## config.mk

```make
export PLATFORM = sky130hd
export DESIGN_NAME = control_fsm
export DESIGN_NICKNAME = d
export VERILOG_FILES = /design/src/rtl/control_fsm.sv
export SDC_FILE = /design/constraint.sdc
export NUM_CORES = 1
export LEC_CHECK = 0
export BUFFER_PORTS_ARGS = -buffer_cell sky130_fd_sc_hd__buf_2
export CAP_MARGIN = 5
export CORE_ASPECT_RATIO = 1.4
export CORE_MARGIN = 2
export CORE_UTILIZATION = 45
export CTS_BUF_LIST = sky130_fd_sc_hd__clkbuf_4
export CTS_CLUSTER_SIZE = 20
export DETAILED_ROUTE_END_ITERATION = 8
export GPL_TIMING_DRIVEN = 0
export MAX_ROUTING_LAYER = met4
export PLACE_DENSITY = 0.71
export SKIP_LAST_GASP = 1
export SLEW_MARGIN = 20
export SYNTH_ARGS = -nofsm -noshare
export SYNTH_HDL_FRONTEND = slang
export SYNTH_SLANG_ARGS = --single-unit
```

## constraint.sdc

```tcl
create_clock -name clock -period 4.1 [get_ports clock]
set_clock_uncertainty 0.1 [all_clocks]
set_input_delay 0.82 -clock clock [delete_from_list [all_inputs] [get_ports clock]]
set_output_delay 0.82 -clock clock [all_outputs]
set_load 0.01 [all_outputs]
```

## src/rtl/control_fsm.sv

```systemverilog
// rtl/control_fsm.sv - multicycle control unit: fetch, decode, stack, interrupt entry/exit and HALT sequencing.
// Strobes decode from state (+instr); halted/bus_error are registered and sticky.
module control_fsm #(
  parameter logic [3:0] MEM_WAIT_MAX = 4'd15,
  parameter logic [3:0] HALT_OPCODE  = 4'hF
) (
  input  logic        clock,
  input  logic        reset,
  input  logic [15:0] instr,
  input  logic        z_flag,
  input  logic        n_flag,
  input  logic        irq,
  input  logic        mem_rvalid,
  output logic        reg_write,
  output logic        mem_to_reg,
  output logic        mem_read_is_pc,
  output logic        mem_read_is_sp,
  output logic        alu_override_imm8,
  output logic        alu_override_imm4,
  output logic        alu_set_flags,
  output logic        set_pc,
  output logic        pc_from_register,
  output logic        pc_from_irq,
  output logic        pc_from_mem,
  output logic        sr_from_mem,
  output logic        mem_write,
  output logic        set_sp,
  output logic        increase_sp,
  output logic        reset_irq,
  output logic        mem_write_addr_source,
  output logic [1:0]  mem_write_data_source,
  output logic        halted,
  output logic        bus_error
);

  typedef enum logic [3:0] {
    S_FETCH, S_EXEC, S_LOAD_W, S_POP_W, S_POP_SR, S_RETI_INC,
    S_POP_PC, S_IRQ_PC, S_IRQ_SR, S_IRQ_VEC, S_HALT
  } state_t;

  state_t     r_state;
  logic [3:0] r_wait;
  logic       r_in_isr;
  logic       r_halted;
  logic       r_bus_error;

  logic [3:0] w_op;
  logic [3:0] w_cond;
  logic       w_taken;
  logic       w_take_irq;
  logic       w_wait_state;
  logic       w_timeout;
  logic       w_unused;

  assign w_op     = instr[15:12];
  assign w_cond   = instr[7:4];
  assign w_unused = ^{instr[11:8], instr[3:0]};

  // irq is only honoured before a fetch has started waiting
  assign w_take_irq   = (r_state == S_FETCH) && (r_wait == 4'd0) && irq && !r_in_isr;
  assign w_wait_state = ((r_state == S_FETCH) && !w_take_irq) || (r_state == S_LOAD_W) ||
                        (r_state == S_POP_W) || (r_state == S_POP_SR) || (r_state == S_POP_PC);
  assign w_timeout    = w_wait_state && !mem_rvalid && (r_wait == MEM_WAIT_MAX - 4'd1);

  always_comb begin
    case (w_cond)
      4'd0:    w_taken = 1'b1;
      4'd1:    w_taken = z_flag;
      4'd2:    w_taken = !z_flag;
      4'd3:    w_taken = n_flag;
      4'd4:    w_taken = !n_flag;
      default: w_taken = 1'b0;
    endcase
  end

  always_ff @(posedge clock or negedge reset) begin
    if (!reset) begin
      r_state     <= S_FETCH;
      r_wait      <= 4'd0;
      r_in_isr    <= 1'b0;
      r_halted    <= 1'b0;
      r_bus_error <= 1'b0;
    end else begin
      r_wait <= (w_wait_state && !mem_rvalid) ? r_wait + 4'd1 : 4'd0;
      case (r_state)
        S_FETCH: begin
          if (w_take_irq)      r_state <= S_IRQ_PC;
          else if (mem_rvalid) r_state <= S_EXEC;
        end
        S_EXEC: begin
          case (w_op)
            4'h3:        r_state <= S_LOAD_W;
            4'h7:        r_state <= S_POP_PC;
            4'h9:        r_state <= S_POP_W;
            4'hA:        r_state <= S_POP_SR;
            HALT_OPCODE: begin
              r_state  <= S_HALT;
              r_halted <= 1'b1;
            end
            default:     r_state <= S_FETCH;
          endcase
        end
        S_LOAD_W, S_POP_W: if (mem_rvalid) r_state <= S_FETCH;
        S_POP_SR:          if (mem_rvalid) r_state <= S_RETI_INC;
        S_RETI_INC: begin
          r_state  <= S_POP_PC;
          r_in_isr <= 1'b0;
        end
        S_POP_PC:          if (mem_rvalid) r_state <= S_FETCH;
        S_IRQ_PC:          r_state <= S_IRQ_SR;
        S_IRQ_SR:          r_state <= S_IRQ_VEC;
        S_IRQ_VEC: begin
          r_state  <= S_FETCH;
          r_in_isr <= 1'b1;
        end
        S_HALT:            r_state <= S_HALT;
        default:           r_state <= S_FETCH;
      endcase
      if (w_timeout) begin
        r_state     <= S_HALT;
        r_wait      <= 4'd0;
        r_halted    <= 1'b1;
        r_bus_error <= 1'b1;
      end
    end
  end

  assign halted    = r_halted;
  assign bus_error = r_bus_error;

  // Gated by reset so an asserted reset silences the datapath without waiting for a clock
  always_comb begin
    reg_write = 1'b0; mem_to_reg = 1'b0; mem_read_is_pc = 1'b0; mem_read_is_sp = 1'b0;
    alu_override_imm8 = 1'b0; alu_override_imm4 = 1'b0; alu_set_flags = 1'b0;
    set_pc = 1'b0; pc_from_register = 1'b0; pc_from_irq = 1'b0; pc_from_mem = 1'b0;
    sr_from_mem = 1'b0; mem_write = 1'b0; set_sp = 1'b0; increase_sp = 1'b0; reset_irq = 1'b0;
    mem_write_addr_source = 1'b0; mem_write_data_source = 2'd0;
    if (reset) begin
      case (r_state)
        S_FETCH: if (!w_take_irq) begin
          mem_read_is_pc = 1'b1;
          set_pc         = mem_rvalid;
        end
        S_EXEC: begin
          case (w_op)
            4'h0: begin alu_set_flags = 1'b1; reg_write = 1'b1; end
            4'h1: begin alu_override_imm4 = 1'b1; alu_set_flags = 1'b1; reg_write = 1'b1; end
            4'h2: begin alu_override_imm8 = 1'b1; reg_write = 1'b1; end
            4'h4: mem_write = 1'b1;
            4'h5: begin set_pc = w_taken; pc_from_register = w_taken; end
            4'h6: begin
              mem_write = 1'b1; mem_write_addr_source = 1'b1; mem_write_data_source = 2'd2;
              set_sp = 1'b1; set_pc = 1'b1; pc_from_register = 1'b1;
            end
            4'h7, 4'h9, 4'hA: begin set_sp = 1'b1; increase_sp = 1'b1; end
            4'h8: begin mem_write = 1'b1; mem_write_addr_source = 1'b1; set_sp = 1'b1; end
            default: ;
          endcase
        end
        S_LOAD_W: begin mem_to_reg = 1'b1; reg_write = mem_rvalid; end
        S_POP_W:  begin mem_to_reg = 1'b1; mem_read_is_sp = 1'b1; reg_write = mem_rvalid; end
        S_POP_SR: begin mem_read_is_sp = 1'b1; sr_from_mem = mem_rvalid; end
        S_RETI_INC: begin set_sp = 1'b1; increase_sp = 1'b1; end
        S_POP_PC: begin mem_read_is_sp = 1'b1; set_pc = mem_rvalid; pc_from_mem = mem_rvalid; end
        S_IRQ_PC: begin
          mem_write = 1'b1; mem_write_addr_source = 1'b1; mem_write_data_source = 2'd2; set_sp = 1'b1;
        end
        S_IRQ_SR: begin
          mem_write = 1'b1; mem_write_addr_source = 1'b1; mem_write_data_source = 2'd3; set_sp = 1'b1;
        end
        S_IRQ_VEC: begin pc_from_irq = 1'b1; pc_from_register = 1'b1; set_pc = 1'b1; reset_irq = 1'b1; end
        default: ;
      endcase
    end
  end

endmodule
```

* After elaboration in Yosys (flattened, before gate mapping) *
Cells that the tools add are included.

word-level totals
  output and inout port bits = 21
  word-level logic and storage cells = 130
  register bits after elaboration = 11

operators by class
  add/subtract/negate cells = 1
  muxes and demuxes = 60
  reduce and logical (&&, ||, !) cells = 35
  eq/ne operators = 29

operators with widths
  kind                                           count
  two-way mux 1 bit                              38
  == test 4 x 3 -> 1 bit, second input constant  9
  == test 4 bit, second input constant           8
  one-hot mux 4 bit (8 select lines)             1
  two-way mux 4 bit                              7
  == test 4 x 2 -> 1 bit, second input constant  6
  one-hot mux 4 bit (5 select lines)             1
  OR reduction 3 bit                             6
  logical NOT 4 bit                              4
  one-hot mux 1 bit (2 select lines)             8
  == test 4 x 1 -> 1 bit, second input constant  3
  OR reduction 2 bit                             4
  logical AND 1 bit                              6
  one-hot mux 2 bit (3 select lines)             1
  nonzero test 2 bit                             3
  logical NOT 1 bit                              5
  one-hot mux 1 bit (5 select lines)             1
  OR reduction 5 bit                             1
  adder 4 x 1 -> 4 bit, second input constant    1
  logical OR 1 bit                               4
  two-way mux 2 bit                              2
  != test 4 bit, second input constant           1
  one-hot mux 1 bit (4 select lines)             1
  != test 3 x 1 -> 1 bit, second input constant  1
  3 further kinds                                3

* Depth between registers and ports, before layout *
  depth in word-level cells = 14
  depth in mapped cells = 6
  mapped depth without buffers = 6

* Worst setup path after synthesis *
Ideal clock, no wire load.

  path type = input to output
  start point = in reset
  end point = out alu_override_imm8
  path slack = 1408 ps
  data arrival time = 1772 ps
  stages = 5
  cells stage by stage = nand2b_1 -> nor2_1 -> nand2_1 -> or3_1 -> nor3b_1

between the ends
  longest elaborated chain between the ends = 1

ends and longest elaborated chain
  item                line  source
  start: declaration  8     input logic reset,
  two-way mux 1 bit   138   if (reset) begin
  end: declaration    18    output logic alu_override_imm8,

No other way between the ends.

* Final worst setup path *
Same ends and word-level chain as after synthesis.

==> flow_summary.ini <==
[sta]
setup_violations = 0
rsz0062_at_grt = no
fin_tns_setup_ps = 0
tightest_slew_ps = 412.3
max-slew-margin-rel = 0.7251
period_needed_ps = 3240
drv_slew = 0
fmax_mhz = 308.7
post-route-period-util = 0.7901
final_hold_viol_count = 0
holdWs_ps = 349.5

[global_routing]
grt_pass1_vias = 1075
overflow = 0
antenna_found_initial = 0
grt_max_degree = 18
grtUsageTotal = 0.2120
grt_pass1_wl_mm = 4.381

[clock_network]
cts.sinks = 11
cts-resized-gates = 0
clk_latency_ps = 260
cts_buffer_depth = 2
cts_setup_buffers = 0
ctsHoldBuffers = 0
htree_levels = 1
cts_tree = built
clk_pin_slew_ps = 70
cts-root-buf = clkbuf_4
cts_buffers = 3

[yosys]
ys_async_sr_fraction = 1.000
syn_area_sq_um = 1074
synth_top_area_frac = 0.2564
syn_inst = 145
synth_flop_cell = dfrtp_1
netlist_top_cells_area = dfrtp_1 (26%), nor2_1 (9.1%), nand2b_1 (5.8%)
synth_area_leader_cell = dfrtp_1
synth-seq-cells = 11
seq_area_frac_synth = 0.2564
avgSynthCellArea_sq_um = 7.404
yosysMostFrequentCell = nor2_1
syn_nets = 170
synth_commonest_cells = nor2_1 (26), dfrtp_1 (11), a21oi_1 (10), nand2b_1 (10), nand2_1 (9)
yosysWarnings = 0
synth_edf_count = 0
synthDistinctLibCells = 42

[finish]
regArea_sq_um = 275.3
multiInputGateArea_sq_um = 739.5
drive_gt1_frac = 0.2747
fill_cells = 215
antennaDiodeCount = 0
syn_to_final_growth_pct = 20.75
layout.nets = 208

[floorplanning]
die_area_sq_um = 2798
core-area_sq_um = 2227
die_h_microns = 61.79
rows = 20
chipWidth_microns = 45.28
io_pins = 43
initial_core_util = 0.4820

[setup_path]
timing.critical_path.mode_cell = buf_2
cp.arrival_ps = 2320
crit-reg2reg-launch = r_state[2]$_DFFE_PN0P_
required_ps = 3180
startpoint = reset
path_cells = buf_2, nand2b_1, nor2_1, nand2_1, or3_1, nor3b_1, buf_2
start_kind = input pin
slowest_stage = or3_1
max_stage_delay_ps = 380
path_class = in2out
endpoint_kind = primary output
cp_max_fo = 17

[power]
pwr_density_cell_nw_per_um2 = 571.5
p_clk_frac = 0.106
p_leak_nw = 0.6117
swShare = 0.4729
peakVddDrop_mv = 0.3113
p_seq_frac = 0.245
p_int_mw = 0.3904
p_sw_mw = 0.3503
comb_power_share = 0.649

[routing]
drt-pass1-iter-count = 4
wl_per_cell_microns = 13.29
drtIter0Drc = 11
ant_nets = 0
vias = 1168
drt-total-wl_mm = 2.711
drc = 0
via_per_inst = 5.725

[placed_design]
portBuffers = 33
dpl.hpwl_mm = 2.183
gp_congestion = 0.8851

[outcome]
outcome = finished clean

[run]
cap_violations = 0

[hold_path]
min_path_type = in2async
[stage by stage]
step / setup slack, ps / utilization / std cells / power (mW) / area, sq um
after floorplan: 1408 / - / 145 / 0.5356 / 1074
after global placement: 878.7 / 0.5685 / 200 / 0.6504 / 1266
after detailed placement: 839.8 / 0.5685 / 200 / 0.6597 / 1266
after CTS: 844.1 / 0.5820 / 204 / 0.7423 / 1296
after global routing: 652.5 / 0.5820 / 204 / 0.8084 / 1296
final: 860.5 / 0.5820 / 204 / 0.7408 / 1296
[routing by layer]
layer	routed length, microns	vias to the layer above	global-route usage
met2	1446	26	0.3898
met3	99	4	0.008671
met4	29	0	0.1008
met1	1136	556	0.2294
met5	0	-	-
li1	-	582	-
[flip-flops by register name, summed over array words and instances, names as in the netlist]
register,flops
r_state,4
r_wait,4
bus_error,1
halted,1
r_in_isr,1
[area by class of cell]
type,count,area share
plain buffers,8,0.03378
repair buffers,33,0.1274
well taps,22,0.02124
flip-flops and latches,11,0.2124
clock buffers,4,0.02317
inverters,4,0.01158
multi-input cells,122,0.5705
[critical path, delay by kind of cell]
family | cells | cell delay, ps
and+or+nand+nor | 5 | 1030
buffers and inverters | 2 | 460
[layout by cell type, fill, tap and decap left out, types with 7 or more instances in the layout]
cell type	instances
nor2_1	26
buf_2	35
a21oi_1	10
dfrtp_1	11
o21ai_0	7
nand2b_1	10
nand3_1	7
nand2_1	9
[cells by family (layout without fill, tap and decap cells)]
group           Yosys count  count (layout)  synth area share
simple gates             81              81            0.3997
compound gates           36              36            0.2378
buf+inv                  12              49           0.05477
flops                    11              11            0.2564
fa+ha+maj                 3               3           0.03497
xor+xnor                  2               2           0.01632
[worst paths after layout]
path	slack [ps]	cells after the start	end
worst max-delay path	860	7	alu_override_imm8
worst min-delay path	350	1	r_wait[2]$_DFF_PN0_
worst max register to register	2320	5	halted$_DFFE_PN0P_
worst min register to register	380	1	bus_error$_DFFE_PN0N_
max in group asynchronous	3290	1	r_state[0]$_DFFE_PN0P_
min in group clock	380	1	bus_error$_DFFE_PN0N_
[power by group through the flow]
stage / clock network (mW) / registers, mW / logic, mW
after detailed placement: 0 / 0.183 / 0.477
after global routing: 0.0846 / 0.186 / 0.538
after CTS: 0.0815 / 0.181 / 0.480
final: 0.0786 / 0.182 / 0.480
after global placement: 0 / 0.180 / 0.471
after floorplan: 0 / 0.176 / 0.360
Note: power is estimated with default switching activity, not from simulation.
